===== src/rtl/mem_port_arbiter_if.sv =====
// ---------------------------------------------------------------------------
// mem_port_arbiter_if
//
// Bundles every handshake and bus signal around the shared memory port: the
// instruction-fetch requester, the load/store requester and the memory macro.
//
//   slave  : the arbiter's view (takes requests and read data, drives grants,
//            read strobes and memory commands)
//   master : the environment's view (requesters plus the memory macro)
//
// Signals
//   if_req / if_addr                     fetch request, held until if_gnt
//   if_gnt / if_rvalid / if_rdata        fetch grant pulse and read return
//   d_req / d_we / d_addr / d_wdata      data request, held until d_gnt
//   d_gnt / d_rvalid / d_rdata           data grant pulse and load return
//   mem_rd / mem_we / mem_addr / mem_wdata   memory command
//   mem_rdata                            memory read data (fixed latency)
// ---------------------------------------------------------------------------
interface mem_port_arbiter_if #(
    parameter int ADDR_W = 32,
    parameter int DATA_W = 64
);

    logic              if_req;
    logic [ADDR_W-1:0] if_addr;
    logic              if_gnt;
    logic              if_rvalid;
    logic [DATA_W-1:0] if_rdata;

    logic              d_req;
    logic              d_we;
    logic [ADDR_W-1:0] d_addr;
    logic [DATA_W-1:0] d_wdata;
    logic              d_gnt;
    logic              d_rvalid;
    logic [DATA_W-1:0] d_rdata;

    logic              mem_rd;
    logic              mem_we;
    logic [ADDR_W-1:0] mem_addr;
    logic [DATA_W-1:0] mem_wdata;
    logic [DATA_W-1:0] mem_rdata;

    // Requesters and memory macro side.
    modport master (
        output if_req, if_addr,
        input  if_gnt, if_rvalid, if_rdata,
        output d_req, d_we, d_addr, d_wdata,
        input  d_gnt, d_rvalid, d_rdata,
        input  mem_rd, mem_we, mem_addr, mem_wdata,
        output mem_rdata
    );

    // Arbiter side.
    modport slave (
        input  if_req, if_addr,
        output if_gnt, if_rvalid, if_rdata,
        input  d_req, d_we, d_addr, d_wdata,
        output d_gnt, d_rvalid, d_rdata,
        output mem_rd, mem_we, mem_addr, mem_wdata,
        input  mem_rdata
    );

endinterface


===== src/rtl/mem_port_arbiter.sv =====
// ---------------------------------------------------------------------------
// mem_port_arbiter
//
// Shares the single memory port between instruction fetch (IF) and the
// load/store data path (D) of the multi-cycle core. One transaction is in
// flight at a time. A read is issued in IDLE, the arbiter waits MEM_LAT
// cycles in WAIT, and then returns mem_rdata to the owner with a one-cycle
// rvalid strobe. A store completes in its grant cycle. Round-robin via
// `last` breaks ties.
//
// Parameters
//   ADDR_W   address width
//   DATA_W   data width
//   MEM_LAT  cycles from mem_rd to valid mem_rdata, legal range 1..15
//
// Ports
//   clk      clock
//   reset    asynchronous, active-high reset
//   bus_io   mem_port_arbiter_if.slave: requester handshakes and memory bus
// ---------------------------------------------------------------------------
module mem_port_arbiter #(
    parameter int ADDR_W  = 32,
    parameter int DATA_W  = 64,
    parameter int MEM_LAT = 2
) (
    input logic                 clk,
    input logic                 reset,
    mem_port_arbiter_if.slave   bus_io
);

    typedef enum logic {
        IDLE = 1'b0,
        WAIT = 1'b1
    } state_t;

    localparam logic OWNER_IF = 1'b0;
    localparam logic OWNER_D  = 1'b1;

    // WAIT counts down from here to 0, and rvalid fires on the 0 cycle. That
    // puts rvalid MEM_LAT cycles after the mem_rd cycle.
    localparam logic [3:0] CNT_LOAD = 4'(MEM_LAT - 1);

    state_t      state_q, state_d;
    logic [3:0]  cnt_q,   cnt_d;
    logic        owner_q, owner_d;
    logic        last_q,  last_d;

    logic              ifWin;
    logic              dWin;

    logic              ifGnt_o;
    logic              ifRvalid_o;
    logic [DATA_W-1:0] ifRdata_o;
    logic              dGnt_o;
    logic              dRvalid_o;
    logic [DATA_W-1:0] dRdata_o;
    logic              memRd_o;
    logic              memWe_o;
    logic [ADDR_W-1:0] memAddr_o;
    logic [DATA_W-1:0] memWdata_o;

    // State register. Reset sets `last` to D, so IF wins the first tie.
    always_ff @(posedge clk or posedge reset) begin
        if (reset) begin
            state_q <= IDLE;
            cnt_q   <= 4'd0;
            owner_q <= OWNER_IF;
            last_q  <= OWNER_D;
        end else begin
            state_q <= state_d;
            cnt_q   <= cnt_d;
            owner_q <= owner_d;
            last_q  <= last_d;
        end
    end

    // Next-state and output logic. Grants and memory commands are
    // combinational from the requests in IDLE, so a request issues in the
    // cycle it first appears. While reset is asserted, every output is held
    // at 0, even if a requester is already asserting its request.
    always_comb begin
        state_d    = state_q;
        cnt_d      = cnt_q;
        owner_d    = owner_q;
        last_d     = last_q;

        ifWin      = 1'b0;
        dWin       = 1'b0;

        ifGnt_o    = 1'b0;
        ifRvalid_o = 1'b0;
        ifRdata_o  = '0;
        dGnt_o     = 1'b0;
        dRvalid_o  = 1'b0;
        dRdata_o   = '0;
        memRd_o    = 1'b0;
        memWe_o    = 1'b0;
        memAddr_o  = '0;
        memWdata_o = '0;

        if (!reset) begin
            case (state_q)
                IDLE: begin
                    // IF wins when alone or when D took the previous grant.
                    ifWin = bus_io.if_req && (!bus_io.d_req || (last_q == OWNER_D));
                    dWin  = bus_io.d_req && !ifWin;

                    if (ifWin) begin
                        ifGnt_o   = 1'b1;
                        memRd_o   = 1'b1;
                        memAddr_o = bus_io.if_addr;
                        last_d    = OWNER_IF;
                        owner_d   = OWNER_IF;
                        cnt_d     = CNT_LOAD;
                        state_d   = WAIT;
                    end else if (dWin) begin
                        dGnt_o    = 1'b1;
                        memAddr_o = bus_io.d_addr;
                        last_d    = OWNER_D;
                        if (bus_io.d_we) begin
                            // A store finishes in its grant cycle and has
                            // no return phase, so the port stays in IDLE.
                            memWe_o    = 1'b1;
                            memWdata_o = bus_io.d_wdata;
                        end else begin
                            memRd_o = 1'b1;
                            owner_d = OWNER_D;
                            cnt_d   = CNT_LOAD;
                            state_d = WAIT;
                        end
                    end
                end

                WAIT: begin
                    if (cnt_q != 4'd0) begin
                        cnt_d = cnt_q - 4'd1;
                    end else begin
                        if (owner_q == OWNER_IF) begin
                            ifRvalid_o = 1'b1;
                            ifRdata_o  = bus_io.mem_rdata;
                        end else begin
                            dRvalid_o = 1'b1;
                            dRdata_o  = bus_io.mem_rdata;
                        end
                        state_d = IDLE;
                    end
                end

                default: begin
                    state_d = IDLE;
                end
            endcase
        end
    end

    assign bus_io.if_gnt    = ifGnt_o;
    assign bus_io.if_rvalid = ifRvalid_o;
    assign bus_io.if_rdata  = ifRdata_o;
    assign bus_io.d_gnt     = dGnt_o;
    assign bus_io.d_rvalid  = dRvalid_o;
    assign bus_io.d_rdata   = dRdata_o;
    assign bus_io.mem_rd    = memRd_o;
    assign bus_io.mem_we    = memWe_o;
    assign bus_io.mem_addr  = memAddr_o;
    assign bus_io.mem_wdata = memWdata_o;

endmodule


===== src/flat_wrapper.sv =====
// flat-port wrapper written by rule: the top's interface ports become plain ports
module mem_port_arbiter_flat 
#(
    parameter int ADDR_W  = 32,
    parameter int DATA_W  = 64,
    parameter int MEM_LAT = 2
)
  (clk, reset, bus_io_if_req, bus_io_if_addr, bus_io_if_gnt, bus_io_if_rvalid, bus_io_if_rdata, bus_io_d_req, bus_io_d_we, bus_io_d_addr, bus_io_d_wdata, bus_io_d_gnt, bus_io_d_rvalid, bus_io_d_rdata, bus_io_mem_rd, bus_io_mem_we, bus_io_mem_addr, bus_io_mem_wdata, bus_io_mem_rdata);
  mem_port_arbiter_if #(.ADDR_W(ADDR_W), .DATA_W(DATA_W)) bus_io_i ();
  input logic clk;
  input logic reset;
  input wire logic [$bits(bus_io_i.if_req)-1:0] bus_io_if_req;
  input wire logic [$bits(bus_io_i.if_addr)-1:0] bus_io_if_addr;
  output wire logic [$bits(bus_io_i.if_gnt)-1:0] bus_io_if_gnt;
  output wire logic [$bits(bus_io_i.if_rvalid)-1:0] bus_io_if_rvalid;
  output wire logic [$bits(bus_io_i.if_rdata)-1:0] bus_io_if_rdata;
  input wire logic [$bits(bus_io_i.d_req)-1:0] bus_io_d_req;
  input wire logic [$bits(bus_io_i.d_we)-1:0] bus_io_d_we;
  input wire logic [$bits(bus_io_i.d_addr)-1:0] bus_io_d_addr;
  input wire logic [$bits(bus_io_i.d_wdata)-1:0] bus_io_d_wdata;
  output wire logic [$bits(bus_io_i.d_gnt)-1:0] bus_io_d_gnt;
  output wire logic [$bits(bus_io_i.d_rvalid)-1:0] bus_io_d_rvalid;
  output wire logic [$bits(bus_io_i.d_rdata)-1:0] bus_io_d_rdata;
  output wire logic [$bits(bus_io_i.mem_rd)-1:0] bus_io_mem_rd;
  output wire logic [$bits(bus_io_i.mem_we)-1:0] bus_io_mem_we;
  output wire logic [$bits(bus_io_i.mem_addr)-1:0] bus_io_mem_addr;
  output wire logic [$bits(bus_io_i.mem_wdata)-1:0] bus_io_mem_wdata;
  input wire logic [$bits(bus_io_i.mem_rdata)-1:0] bus_io_mem_rdata;
  assign bus_io_i.if_req = bus_io_if_req;
  assign bus_io_i.if_addr = bus_io_if_addr;
  assign bus_io_if_gnt = bus_io_i.if_gnt;
  assign bus_io_if_rvalid = bus_io_i.if_rvalid;
  assign bus_io_if_rdata = bus_io_i.if_rdata;
  assign bus_io_i.d_req = bus_io_d_req;
  assign bus_io_i.d_we = bus_io_d_we;
  assign bus_io_i.d_addr = bus_io_d_addr;
  assign bus_io_i.d_wdata = bus_io_d_wdata;
  assign bus_io_d_gnt = bus_io_i.d_gnt;
  assign bus_io_d_rvalid = bus_io_i.d_rvalid;
  assign bus_io_d_rdata = bus_io_i.d_rdata;
  assign bus_io_mem_rd = bus_io_i.mem_rd;
  assign bus_io_mem_we = bus_io_i.mem_we;
  assign bus_io_mem_addr = bus_io_i.mem_addr;
  assign bus_io_mem_wdata = bus_io_i.mem_wdata;
  assign bus_io_i.mem_rdata = bus_io_mem_rdata;
  mem_port_arbiter #(.ADDR_W(ADDR_W), .DATA_W(DATA_W), .MEM_LAT(MEM_LAT)) u_core (.clk(clk), .reset(reset), .bus_io(bus_io_i));
endmodule

===== config.mk =====
export PLATFORM = sky130hd
export DESIGN_NAME = mem_port_arbiter_flat
export DESIGN_NICKNAME = d
export VERILOG_FILES = /design/src/rtl/mem_port_arbiter_if.sv /design/src/rtl/mem_port_arbiter.sv /design/src/flat_wrapper.sv
export SDC_FILE = /design/constraint.sdc
export NUM_CORES = 1
export LEC_CHECK = 0
export CORE_AREA = 2 2 167 169
export CTS_CLUSTER_DIAMETER = 40
export CTS_CLUSTER_SIZE = 12
export DETAILED_ROUTE_END_ITERATION = 7
export DIE_AREA = 0 0 169 171
export SLEW_MARGIN = 20
export SYNTH_ARGS = -nofsm -noshare
export SYNTH_HDL_FRONTEND = slang
export SYNTH_SLANG_ARGS = --single-unit

===== constraint.sdc =====
create_clock -name clk -period 1.75 [get_ports clk]
set_input_delay 0.2625 -clock clk [delete_from_list [all_inputs] [get_ports clk]]
set_output_delay 0.2625 -clock clk [all_outputs]
set_load 0.05 [all_outputs]

Yosys cells after proc, flatten, opt, wreduce, memory -nomap -nowiden
Cells that the tools add are included.

Output and inout port bits: 230. Input port bits: 197. Memory bits (writable): 0. Latch bits: 0. Bits in read-only memories: 0. Memories kept: 0. Bits in registers: 7.

Equal/unequal tests: 4. Mux-type cells: 54. $add $sub $neg: 1. Shift-type cells: 0. Bitwise logic cells: 2. Reductions and logical operators: 10. Div/mod/pow operators: 0. $lt $le $gt $ge: 0. Multipliers: 0.

Operators by type and width (count): two-way mux 64 bit (13); two-way mux 32 bit (4); two-way mux 1 bit (31); two-way mux 4 bit (4); case mux 4 bit (2 select lines) (1); AND reduction 4 bit (2); nonzero test 4 bit (1); subtractor 4 x 1 -> 4 bit (second input constant) (1); != test 3 x 1 -> 1 bit (second input constant) (1); != test 3 x 2 -> 1 bit (second input constant) (1); AND reduction 3 bit (1); logical AND 1 bit (2); zero test 1 bit (2); != test 2 x 1 -> 1 bit (second input constant) (1); != test 2 bit (second input constant) (1); NOT 1 bit (2); case mux 1 bit (2 select lines) (1); nonzero test 2 bit (1); logical OR 1 bit (1).

Longest topological paths before layout
Gate-level depths: netlist (run 1).

Depth after elaboration: 9. Gate-level depth with buffers: 8. Gate-level depth less buffers: 6.

Worst setup path before layout (run 1)
OpenSTA, ideal clock, no wires.

Path type: register to register. From: register u_core.last_q. To: register u_core.owner_q. Path slack: -0.516 ns. Setup time: 0.069 ns. Cell stages (with the launch flop): 5. Arrival time: 2.197 ns. Path buffers: 0. Period minus slack after synthesis: 2.266 ns. Cell sequence: dfstp_2 > nand2b_1 > nand2_1 > a21boi_0 > o21ba_2.

Longest elaborated chain between the ends: 6.

RTL lines: start: declaration (RTL line mem_port_arbiter.sv:46) `logic last_q, last_d;`; start signal: assignment (RTL line mem_port_arbiter.sv:73) `last_q <= last_d;`; logical OR 1 bit * (RTL line mem_port_arbiter.sv:105) `ifWin = bus_io.if_req && (!bus_io.d_req || (last_q == OWNER_D));`; logical AND 1 bit * (RTL line mem_port_arbiter.sv:105); zero test 1 bit (RTL line mem_port_arbiter.sv:106) `dWin = bus_io.d_req && !ifWin;`; logical AND 1 bit (RTL line mem_port_arbiter.sv:106); nonzero test 2 bit (no line); AND reduction 4 bit (no line); end signal: assignment (RTL line mem_port_arbiter.sv:72) `owner_q <= owner_d;`; end: declaration (RTL line mem_port_arbiter.sv:45) `logic owner_q, owner_d;`.

Mark *: on every way between the ends. The rest lies on a longest branch, timed or not. A chain may end at the register's enable or synchronous reset.

Final worst setup path (run 1)
From: register u_core.cnt_q[1]. To: output bus_io_d_rdata[63].

Longest elaborated chain between the ends: 4.

RTL lines: start: declaration (RTL line mem_port_arbiter.sv:44) `logic [3:0] cnt_q, cnt_d;`; start signal: assignment (RTL line mem_port_arbiter.sv:71) `cnt_q <= cnt_d;`; nonzero test 4 bit (RTL line mem_port_arbiter.sv:135) `if (cnt_q != 4'd0) begin`; two-way mux 64 bit (RTL line mem_port_arbiter.sv:135); two-way mux 64 bit (RTL line mem_port_arbiter.sv:102) `case (state_q)`; two-way mux 64 bit (RTL line mem_port_arbiter.sv:101) `if (!reset) begin`; end: declaration (RTL line flat_wrapper.sv:23) `output wire logic [$bits(bus_io_i.d_rdata)-1:0] bus_io_d_rdata;`.

Every way passes these cells.

==> reports/metrics.yaml, run 1 <==
global_routing:
  grt_start_max_net_pins: 36
  grt_overflow: 0
  antenna_found_initial: 6
  first_global_vias: 4449
  grt_pass1_wl_um: 28800
  gr-usage-all-layers_pct: 13.3
cts:
  cts_buffers: 3
  clockRootBuffer: "clkbuf_16"
  insertion_delay_ns: 0.23
  ctsHoldBuffers: 0
  path_clk_slew_ns: 0.04
  clock_sinks: 7
  cts_tree: "built"
  clk_path_buf_depth: 2
  h-tree-depth: 1
finish:
  fin_nets: 969
  final_cell_area_mm2: 0.0110
  nFillCells: 2542
  seq_area_um2: 176
  multi_input_area_mm2: 0.00270
  syn_to_final_growth_pct: 419
  drive_gt1_share_pct: 70.8
  finalNonFillerCells: 1119
sta:
  max_freq_mhz: 468
  slew_violations: 0
  fin_crit_ns: 2.14
  fin_skew_ns: 0.000287
  hold_ws_ns: 0.297
  setup_tns_ns: -69.78
  setup_violations: 229
  grt_setup_unrepaired: "yes"
  maxSlewHeadroom_pct: 81.9
  worst_slack_ns: -0.389
  worst_pin_slew_ns: 0.269
  period_share_pct: 122
  finalHoldViolCount: 0
die:
  die_y_um: 171
  ios: 427
  start_util_pct: 7.74
  rows: 61
  die_x_um: 169
  die-area_mm2: 0.0289
  coreArea_mm2: 0.0273
placement:
  place.gp.congestion: 0.789
  place_inst: 1082
  io_buffers: 426
  dp_worst_setup_slack_ns: -0.406
  hpwl_um: 17500
  placed_cell_area_mm2: 0.00999
synth:
  synth_edf_count: 0
  synth_top_cell_area_share_pct: 38.1
  ys_ff_latch: 7
  seq_area_frac_synth_pct: 8.34
  synth.distinct_cells: 34
  yosys-top-cells-count: "and2_1, and3_1, a22o_1"
  synthCells: 305
  synth_area_mm2: 0.00212
  synthesis.nets: 503
  synthTopCellsByArea: "and2_1, and3_1, a22o_1"
  synth-main-ff-cell: "dfrtp_1"
  syn_avg_cell_area_um2: 6.94
  yosysTopAreaCell: "and2_1"
  async_reset_ff_share_pct: 100
  ys.warnings.count: 0
  synth_most_common_cell: "and2_1"
critical_path:
  critPathMostFrequentCell: "buf_12"
  endpoint_kind: "output port"
  r2r_start: "u_core.cnt_q[1]"
  r2r_cells: 6
  cpPeakStageDelay_ns: 0.37
  crit_type: "reg2out"
  cp_max_fo: 35
  start_kind: "flip-flop"
  critPathRequiredTime_ns: 1.49
  crit_path_cell_trace: "inv_1 > ha_2 > nor3b_4 > and3_4 > buf_12 > and2_2 > buf_12"
  crit_arrival_ns: 1.88
  regToRegSetupSlack_ns: 0.07
  crit_cells: 7
  reg2reg_to: "u_core.state_q"
  path_buf_inv: 3
  crit_path_top_delay_cell: "dfrtp_1"
  crit_start: "u_core.cnt_q[1]"
  crit_family: "simple AND/OR/NAND/NOR gates"
detailed_routing:
  remaining_drc_errors: 0
  first_pass_iters: 4
  ant_nets: 0
  vias: 4116
  drt-initial-drc-count: 142
  viasPerCell: 3.68
  post_drt_wl_per_cell_um: 18.8
  routed_wl_um: 21000
pwr:
  power_density_mw_per_mm2: 674
  ir_drop_uv: 341
  p_leak_nw: 4.52
job:
  maxCapViolations: 0
run_status:
  violations: "negative setup slack"
  outcome: "complete, but fails checks"
hold_path:
  hold_class: "in2async"
==> per-layer routing <==
metal | vias to the layer above | GRT usage, % | wire length [um] | share of wire [%]
li1 | 1982 | - | - | -
met1 | 1856 | 14.6 | 7690 | 37
met2 | 264 | 25.3 | 11200 | 53
met3 | 12 | 4.23 | 1920 | 9.1
met4 | 2 | 2.16 | 184 | 0.88
met5 | - | 0 | 18 | 0.086
==> area by class of cell <==
class | count | share of cell area, %
diodes | 3 | 0.0683
clock buffers | 4 | 0.717
inverters | 4 | 0.137
multi-input cells | 260 | 24.6
flip-flops and latches | 7 | 1.61
well taps | 346 | 3.94
repair buffers | 495 | 68.9
==> placed cells by master (no fill, tap or decap), types with 2 or more instances in the layout <==
cell	n
dfrtp_1	6
diode_2	3
a22o_4	32
nand2_1	3
a21o_1	2
and3_4	65
buf_12	245
nand2_2	2
and2_4	120
buf_8	11
clkdlybuf4s50_1	193
and2_2	9
a21oi_1	3
buf_16	6
clkbuf_16	7
buf_6	9
dlygate4sd2_1	3
inv_1	3
o21ai_0	3
buf_4	24
==> flip-flops by register name, summed over array words and instances (netlist names) <==
signal / flops
u_core.owner_q: 1
u_core.last_q: 1
u_core.state_q: 1
u_core.cnt_q: 4
==> cell families after synthesis <==
family / count (synthesis) / synth area share [%]
DFF: 7 / 8.34
AOI/OAI and AO/OA: 48 / 18.9
adders and majority gates: 1 / 0.591
buffers and inverters: 38 / 9.76
and+or+nand+nor: 211 / 62.4
==> worst reg2reg max path, delay by kind of cell, from the launching register on <==
kind	cells	cell delay, ns
and+or+nand+nor	1	0.59
DFF	1	0.37
buffers and inverters	3	0.26
AOI/OAI and AO/OA	1	0.18
adders and majority gates	1	0.17
==> per-stage QoR <==
| step | power [mW] | util [%] |
|---|---|---|
| after global routing | 7.71 | 40.2 |
| final | 7.41 | 40.2 |
| after global placement | 6.29 | 36.6 |
| after CTS | 7.45 | 40.1 |
| after floorplan | 3.27 | - |
| after detailed placement | 6.33 | 36.6 |
==> worst max-delay path by stage <==
stage                               end  slack [ns]
floorplan           bus_io_if_rdata[61]       -0.09
global placement     bus_io_mem_addr[1]       -0.38
detailed placement   bus_io_mem_addr[1]       -0.41
CTS                 bus_io_if_rdata[55]       -0.41
global route         bus_io_d_rdata[63]       -0.50
finish               bus_io_d_rdata[63]       -0.39
==> what timing repair did <==
item,in CTS,in global routing
gates cloned,11,4
pin swaps,57,36
setup endpoints to repair,230,231
buffers inserted,17,5
gates resized for setup,107,13
==> power breakdown <==
part           total [mW]  internal (mW)  switching, mW  leakage (nW)
clock network       0.388          0.303         0.0851        0.0382
registers           0.316          0.249         0.0671        0.0847
logic                6.71           3.60           3.10          4.40
total                7.41           4.16           3.25          4.52
(Power assumes the default switching activity.)
==> run 2: changes to the inputs <==
Settings changed: PLACE_DENSITY set to 0.39, SKIP_CTS_REPAIR_TIMING set to 1.
==> run 2 against run 1 <==
The run still ends with negative setup slack left; power increased by 0.50%; clock power about the same; non-clock buffer count decreased by 3; utilization about the same; critical path type unchanged.
==> reports/metrics.yaml, run 2 (same netlist as run 1, synthesis figures left out) <==
placement:
  io_buffers: 426
  hpwl_um: 16900
  placed_cell_area_mm2: 0.00991
  dp_worst_setup_slack_ns: -0.419
  place.gp.congestion: 0.765
global_routing:
  first_global_vias: 4215
  grt_pass1_wl_um: 26300
  grt_start_max_net_pins: 73
  grt_overflow: 0
  antenna_found_initial: 4
  gr-usage-all-layers_pct: 11.8
cts:
  clk_path_buf_depth: 2
  clock_sinks: 7
  insertion_delay_ns: 0.23
  path_clk_slew_ns: 0.04
  clockRootBuffer: "clkbuf_16"
  h-tree-depth: 1
  cts_tree: "built"
  cts_buffers: 3
die:
  start_util_pct: 7.74
  ios: 427
  die_y_um: 171
  die-area_mm2: 0.0289
  die_x_um: 169
  rows: 61
  coreArea_mm2: 0.0273
sta:
  fin_crit_ns: 2.18
  worst_slack_ns: -0.429
  maxSlewHeadroom_pct: 80.4
  finalHoldViolCount: 0
  worst_pin_slew_ns: 0.294
  grt_setup_unrepaired: "yes"
  max_freq_mhz: 459
  period_share_pct: 125
  hold_ws_ns: 0.217
  setup_violations: 229
  slew_violations: 0
  fin_skew_ns: 0.00404
finish:
  final_common_cell: "buf_12"
  final_cell_mix: "buf_12, clkdlybuf4s50_1, and2_4"
  final_cell_area_mm2: 0.0110
  syn_to_final_growth_pct: 419
  drive_gt1_share_pct: 70.7
  utilization_pct: 40.2
  largest_register_ffs: 4
  top_register: "u_core.cnt_q"
  fin_nets: 966
hold_path:
  hold_class: "in2async"
detailed_routing:
  routed_wl_um: 21800
  vias: 4196
  post_drt_wl_per_cell_um: 19.5
  ant_nets: 0
  drt-initial-drc-count: 66
  first_pass_iters: 4
  viasPerCell: 3.76
  remaining_drc_errors: 0
critical_path:
  cp_max_fo: 23
  cpPeakStageDelay_ns: 0.37
  critPathRequiredTime_ns: 1.49
  crit_path_top_delay_cell: "dfrtp_1"
  crit_arrival_ns: 1.92
  critPathMostFrequentCell: "buf_12"
  start_kind: "flip-flop"
  crit_type: "reg2out"
  endpoint_kind: "output port"
  crit_path_cell_trace: "inv_1 > ha_2 > nor3b_4 > and3_4 > buf_12 > and2_2 > buf_12"
run_status:
  outcome: "complete, but fails checks"
  violations: "negative setup slack"
pwr:
  fin_total_pwr_mw: 7.45
  p_leak_nw: 4.57
  power_density_mw_per_mm2: 678
  ir_drop_uv: 506
job:
  maxCapViolations: 0
[run 2: cell types whose count changed in the layout (fill, tap and decap cells not counted), sizes merged]
cell	delta
clkdlybuf4s50	-1
clkbuf	+10
diode	+1
buf	-12
dlymetal6s2s	+3
dlygate4sd2	-3
[run 2: layout make-up]
type	count	area [um^2]
Fill cell	2557	16300
Antenna cell	4	10.0
Sequential cell	7	176
Timing Repair Buffer	492	7610
Inverter	4	15.0
Tap cell	346	433
Multi-Input combinational cell	260	2660
Clock buffer	4	78.8
[run 2: metrics by stage]
| stage | TNS, ns | instances |
|---|---|---|
| after floorplan | -6.29 | 305 |
| after global placement | -79.59 | 1072 |
| after detailed placement | -79.90 | 1072 |
| after CTS | -89.43 | 1076 |
| after global routing | -101.52 | 1115 |
| final | -83.82 | 1117 |
[run 2: path summary, 6_finish.rpt]
kind / from / end / slack (ns) / depth (start not counted)
worst max-delay path: u_core.cnt_q[1] / bus_io_d_rdata[2] / -0.43 / 7
worst min-delay path: reset / u_core.state_q / 0.22 / 3
worst max register to register: u_core.cnt_q[1] / u_core.state_q / 0.08 / 6
worst min register to register: u_core.cnt_q[0] / u_core.cnt_q[0] / 0.58 / 2
max in group asynchronous: reset / u_core.last_q / 1.26 / 3
min in group clk: u_core.cnt_q[0] / u_core.cnt_q[0] / 0.58 / 2
[run 2: per-layer routing]
metal  track usage (%)  wire length [um]
met5                 0                 0
met4              1.86               141
met3              4.67              2200
met2              23.9             12200
met1              11.3              7230
[run 2: worst max-delay path, delay by kind of cell, from the launching register on]
family	cells	cell delay [ns]
fa+ha+maj	1	0.17
buf+inv	3	0.39
simple gates	3	0.75
flops	1	0.37
[run 2: where the power goes]
group,switching (mW),internal [mW],total (mW),leakage [nW]
Sequential,0.0769,0.249,0.326,0.0847
Combinational,3.13,3.60,6.73,4.45
Clock,0.0866,0.303,0.390,0.0382
==> patch 1: new RTL, settings of run 2 <==
Make the reset (`reset`) synchronous in one clocked block. Comments in the files are not updated.
--- a/src/rtl/mem_port_arbiter.sv
+++ b/src/rtl/mem_port_arbiter.sv
@@ -61,5 +61,5 @@
 
     // State register. Reset sets `last` to D, so IF wins the first tie.
-    always_ff @(posedge clk or posedge reset) begin
+    always_ff @(posedge clk) begin
         if (reset) begin
             state_q <= IDLE;
Behaviour: no difference found for any inputs over 4 cycles, from zero or initial values and one cycle with reset high; that may be too few to reach the edited logic, so the function may still have changed.
==> patch 1 against run 2 <==
  * The flow still finishes with violations (setup timing)
  * Worst setup slack better by 0.033 ns
  * Sequential share of layout area is 0.23 points lower
  * Sequential cell count is the same
  * Cell area decreased by 2.3%
  * Synthesized area down 2.4%
  * Clock skew is 0.0029 ns lower
  * First-iteration DRC count grew 61%
  * Wire length is 3.1% lower
  * Synthesized cell count grew 0.33%
  * Count of clock-buffer cells in the layout stayed put
Power is not compared: it rests on default switching activity, and its combinational part moved more than twofold at a synthesized area within 25%.
==> patch 1: results (changes against run 2) <==
status: "finished, violations left"  # unchanged
failed_checks: "setup timing"  # unchanged
largest_register_ffs: 4  # unchanged
synth_common_cells: "and2_1, and3_1, a22o_1"  # unchanged
synth_ff_type: "dfxtp_1"  # was dfrtp_1
num-multi-input-gates: 257  # was 260
n_all_buffers: 490  # was 492
path_max_fanout: 8  # was 23
synthesis.nets: 504  # was 503
leakage_uw: 0.004383
root_buffer: "clkbuf_16"  # unchanged
synthArstFlopShare_pct: 0  # was 100.0%
clk_pin_slew_ns: 0.04  # about the same
drive_above_1_share_pct: 71.04  # was 70.66%
place_area_um2: 9743  # was 9908 µm²
fp.coreArea_um2: 27320  # unchanged
ir_drop_mv: 0.1737
placedCellCount: 1076  # was 1072
post_synth.cell_area_avg_um2: 6.751  # was 6.937 µm²
worstMarginPinSlew_ns: 0.4336  # was 0.2935 ns
synth_xor_area_share_pct: 0  # unchanged
antenna_found_initial: 2  # was 4
drtIter0Drc: 106  # was 66
wirelength_um: 21100  # was 21770 µm
dr_total_vias: 4191  # was 4196
p_int_uw: 2308
grt_usage_pct: 12.00  # was 11.82%
grt_pass1_wl_um: 26490  # was 26310 µm
hp-class: "primary input to flip-flop"  # was primary input to async pin
num-fill-cells: 2593  # was 2557
crit_arrival_ns: 1.88  # was 1.92 ns
clock_buffers: 4  # unchanged
setup_ws_ns: -0.3960  # was -0.4291 ns
buf_share_pct: 69.10  # was 69.30%
ys_seq_area_share_pct: 6.784  # was 8.338%
hpwl_um: 17150  # was 16940 µm
setup_viol: 228  # was 229
synthAdderAreaFrac_pct: 0.6057  # was 0.5914%
globalRouteMet1Util_pct: 12.98  # was 11.32%
multi_input_area_share_pct: 24.53  # was 24.21%
grt_max_degree: 61  # was 73
synth_compound_area_share_pct: 18.53  # was 18.86%
clockNetworkAreaShare_pct: 0.7349  # was 0.7176%
regMostFlops: "u_core.cnt_q"  # unchanged
synthMuxAreaShare_pct: 0.4846  # was 0%
skew_ns: 0.001151  # was 0.004039 ns
synth_most_common_cell: "and2_1"  # unchanged
grtUsageMet3_pct: 5.020  # was 4.673%
routed_via_density: 3.776  # was 3.756
io_buffer_count: 426  # unchanged
gp_congestion: 0.7457  # was 0.7652
antennaDiodeCount: 1  # was 4
grt.met2_usage_pct: 22.22  # was 23.95%
inv_count: 5  # was 4
nets: 962  # was 966
clock_latency_ns: 0.24
sh_seq_area_pct: 1.376  # was 1.606%
synth.top_cells.by_area: "and2_1, and3_1, a22o_1, dfxtp_1, clkbuf_1"  # was and2_1, and3_1, a22o_1, dfrtp_1, buf_6
==> patch 1: per-stage QoR <==
| step | setup TNS [ns] | setup WS (ns) | util (%) |
|---|---|---|---|
| 6_report | -75.11 | -0.3960 | 39.26 |
| 5_1_grt | -90.86 | -0.4586 | 39.26 |
| 4_1_cts | -95.85 | -0.4983 | 35.95 |
| 3_5_place_dp | -93.27 | -0.5024 | 35.66 |
| 3_3_place_gp | -91.96 | -0.4747 | 35.66 |
| 2_1_floorplan | -2.916 | -0.09745 | - |
==> patch 1: path summary, 6_finish.rpt <==
check	startpoint	to	slack, ns	cells past startpoint
worst max-delay path	u_core.cnt_q[0]$_SDFFE_PP0P_	bus_io_if_rdata[56]	-0.40	8
worst min-delay path	reset	u_core.cnt_q[1]$_SDFFE_PP0P_	0.38	2
worst max register to register	u_core.cnt_q[0]$_SDFFE_PP0P_	u_core.cnt_q[0]$_SDFFE_PP0P_	0.26	6
worst min register to register	u_core.last_q$_SDFFE_PP1P_	u_core.last_q$_SDFFE_PP1P_	0.53	2
==> patch 1: per-layer routing <==
metal / vias up / part of all wire [%]
li1: 1982 / -
met1: 1923 / 36
met2: 272 / 53
met3: 12 / 11
met4: 2 / 0.97
met5: - / 0.062
==> patch 1: power by group through the flow <==
| stage | logic, µW | clock network (µW) | registers, µW |
|---|---|---|---|
| after global placement | 3000 | 0 | 201 |
| after floorplan | 1330 | 0 | 203 |
| final | 3330 | 401 | 203 |
| after detailed placement | 3030 | 0 | 203 |
| after CTS | 3030 | 411 | 201 |
| after global routing | 3460 | 420 | 207 |
==> patch 1: critical path, stage by stage (launching register included) <==
cell and delay, ns:
dfxtp_2 0.32, inv_2 0.06, ha_4 0.13, and4bb_2 0.26
nor3b_4 0.25, buf_12 0.19, clkbuf_16 0.17, and2_4 0.15
buf_12 0.13
==> patch 2: new RTL, flow settings as in run 2 <==
Without the edit above. `ADDR_W` is set to 32 in 3 places; all go to 40.
--- a/src/rtl/mem_port_arbiter_if.sv
+++ b/src/rtl/mem_port_arbiter_if.sv
@@ -18,5 +18,5 @@
 // ---------------------------------------------------------------------------
 interface mem_port_arbiter_if #(
-    parameter int ADDR_W = 32,
+    parameter int ADDR_W = 40,
     parameter int DATA_W = 64
 );
--- a/src/rtl/mem_port_arbiter.sv
+++ b/src/rtl/mem_port_arbiter.sv
@@ -20,5 +20,5 @@
 // ---------------------------------------------------------------------------
 module mem_port_arbiter #(
-    parameter int ADDR_W  = 32,
+    parameter int ADDR_W  = 40,
     parameter int DATA_W  = 64,
     parameter int MEM_LAT = 2
--- a/src/flat_wrapper.sv
+++ b/src/flat_wrapper.sv
@@ -2,5 +2,5 @@
 module mem_port_arbiter_flat 
 #(
-    parameter int ADDR_W  = 32,
+    parameter int ADDR_W  = 40,
     parameter int DATA_W  = 64,
     parameter int MEM_LAT = 2
Ports: changed (resized bus_io_d_addr, bus_io_if_addr and bus_io_mem_addr); port bits go from 427 to 451. No check against the original RTL was run, so the function may have changed too.
==> patch 2 against run 2 <==
  * The run still ends with setup timing left
  * Synthesized area rose by 3.5%
  * Wire length rose by 12%
  * Maximum frequency barely moved
  * Die area did not move
  * Power rose by 3.9%
  * Cell area rose by 2.6%
  * Sequential cell count did not move
  * Utilization rose by 1.1 points
  * Worst setup slack got worse by 0.0018 ns
  * Largest cell class unchanged
==> patch 2: results (changes against run 2) <==
synthesis.nets: 529  # was 503
seqPwrFrac_pct: 4.2  # was 4.4%
hpwl_um: 20390  # was 16940 µm
ir_drop_mv: 0.3281  # was 0.5063 mV
status: "finished, violations left"  # unchanged
netSwitchingFraction_pct: 44.81  # was 44.28%
clock_latency_ns: 0.23  # about the same
ys_seq_area_share_pct: 8.057  # was 8.338%
finalPower_uw: 7741  # was 7447 µW
drtIter0Drc: 91  # was 66
setup_viol: 237  # was 229
crit_arrival_ns: 1.92  # about the same
first_pass_iters: 4  # unchanged
numCtsBuffers: 3  # unchanged
max_stage_delay_ns: 0.37  # about the same
io_buffer_count: 450  # was 426
num-fill-cells: 2587  # was 2557
drc: 0  # unchanged
setup_tns_ns: -86.60  # was -83.82 ns
wirelength_um: 24280  # was 21770 µm
grt_pass1_vias: 4648  # was 4215
gp_congestion: 0.8227  # was 0.7652
synth_ff_type: "dfrtp_1"  # unchanged
setup_ws_ns: -0.4310  # was -0.4291 ns
synthArstFlopShare_pct: 100.0  # unchanged
leakage_uw: 0.004713  # was 0.004572 µW
skew_ns: 0.0008002  # was 0.004039 ns
timing.rr.end: "u_core.state_q$_DFFE_PP0N_"  # unchanged
drive_above_1_share_pct: 69.78  # was 70.66%
worstMarginPinSlew_ns: 0.3317  # was 0.2935 ns
clockPowerShare_pct: 5.1
grt_pass1_wl_um: 30540  # was 26310 µm
htree_levels: 1  # unchanged
power.density_nw_per_um2: 686.7  # was 678.0 nW/µm²
synth_common_cells: "and2_1, and3_1, a22o_1"  # unchanged
grt_max_degree: 35  # was 73
place_area_um2: 10230  # was 9908 µm²
largest_register_ffs: 4  # unchanged
failed_checks: "setup timing"  # unchanged
grt_usage_pct: 14.05  # was 11.82%
nets: 1019  # was 966
path_max_fanout: 8  # was 23
routed_via_density: 3.802  # was 3.756
dp_slack_ns: -0.4530  # was -0.4186 ns
ff2ff_setup_slack_ns: 0.05  # was 0.08 ns
synth.top_cells.by_area: "and2_1, and3_1, a22o_1, dfrtp_1, clkbuf_2"  # was and2_1, and3_1, a22o_1, dfrtp_1, buf_6
[patch 2: layout make-up]
cell class              instances  share of cell area (%)
well taps                     346                   3.841
inverters                       4                  0.1332
repair buffers                521                   69.83
diodes                          1                 0.02220
flip-flops and latches          7                   1.565
multi-input cells             268                   23.91
clock buffers                   4                  0.6993
[patch 2: worst reg2reg max path, cell delays in order (launching register included)]
cell     delay (ns)
dfrtp_1        0.37
inv_1          0.07
ha_2           0.18
buf_4          0.10
buf_4          0.10
or4b_2         0.58
a21o_1         0.19
[patch 2: cell families after synthesis]
logic type / count (synthesis) / synth area share [%]
AND/OR/NAND/NOR: 211 / 60.34
AO/OA/AOI/OAI: 56 / 21.43
flip-flops: 7 / 8.057
adder cells (fa/ha/maj): 1 / 0.5713
buffers and inverters: 40 / 9.599
[patch 2: worst max path at each step]
stage	end	cells after the start	slack (ns)	startpoint
2_1_floorplan	bus_io_if_rdata[10]	8	-0.12	u_core.cnt_q[0]$_DFFE_PP0P_
3_3_place_gp	bus_io_mem_wdata[15]	8	-0.43	reset
3_5_place_dp	bus_io_mem_wdata[45]	8	-0.45	reset
4_1_cts	bus_io_mem_wdata[63]	8	-0.46	reset
5_1_grt	bus_io_if_rdata[62]	9	-0.53	u_core.cnt_q[0]$_DFFE_PP0P_
6_report	bus_io_if_rdata[35]	9	-0.43	u_core.cnt_q[1]$_DFFE_PP0P_
[patch 2: routing by layer]
metal	track usage [%]	up-vias	wire length (µm)
li1	-	2068	-
met1	13.56	2024	7857
met2	29.54	265	13990
met3	4.488	15	2202
met4	1.375	4	199
met5	0	-	25
[patch 2: metrics by stage]
stage	std cells	hold WS (ns)
3_5_place_dp	1118	0.5711
5_1_grt	1150	0.2711
3_3_place_gp	1118	0.5553
4_1_cts	1122	0.5507
2_1_floorplan	315	0.06517
6_report	1151	0.2401
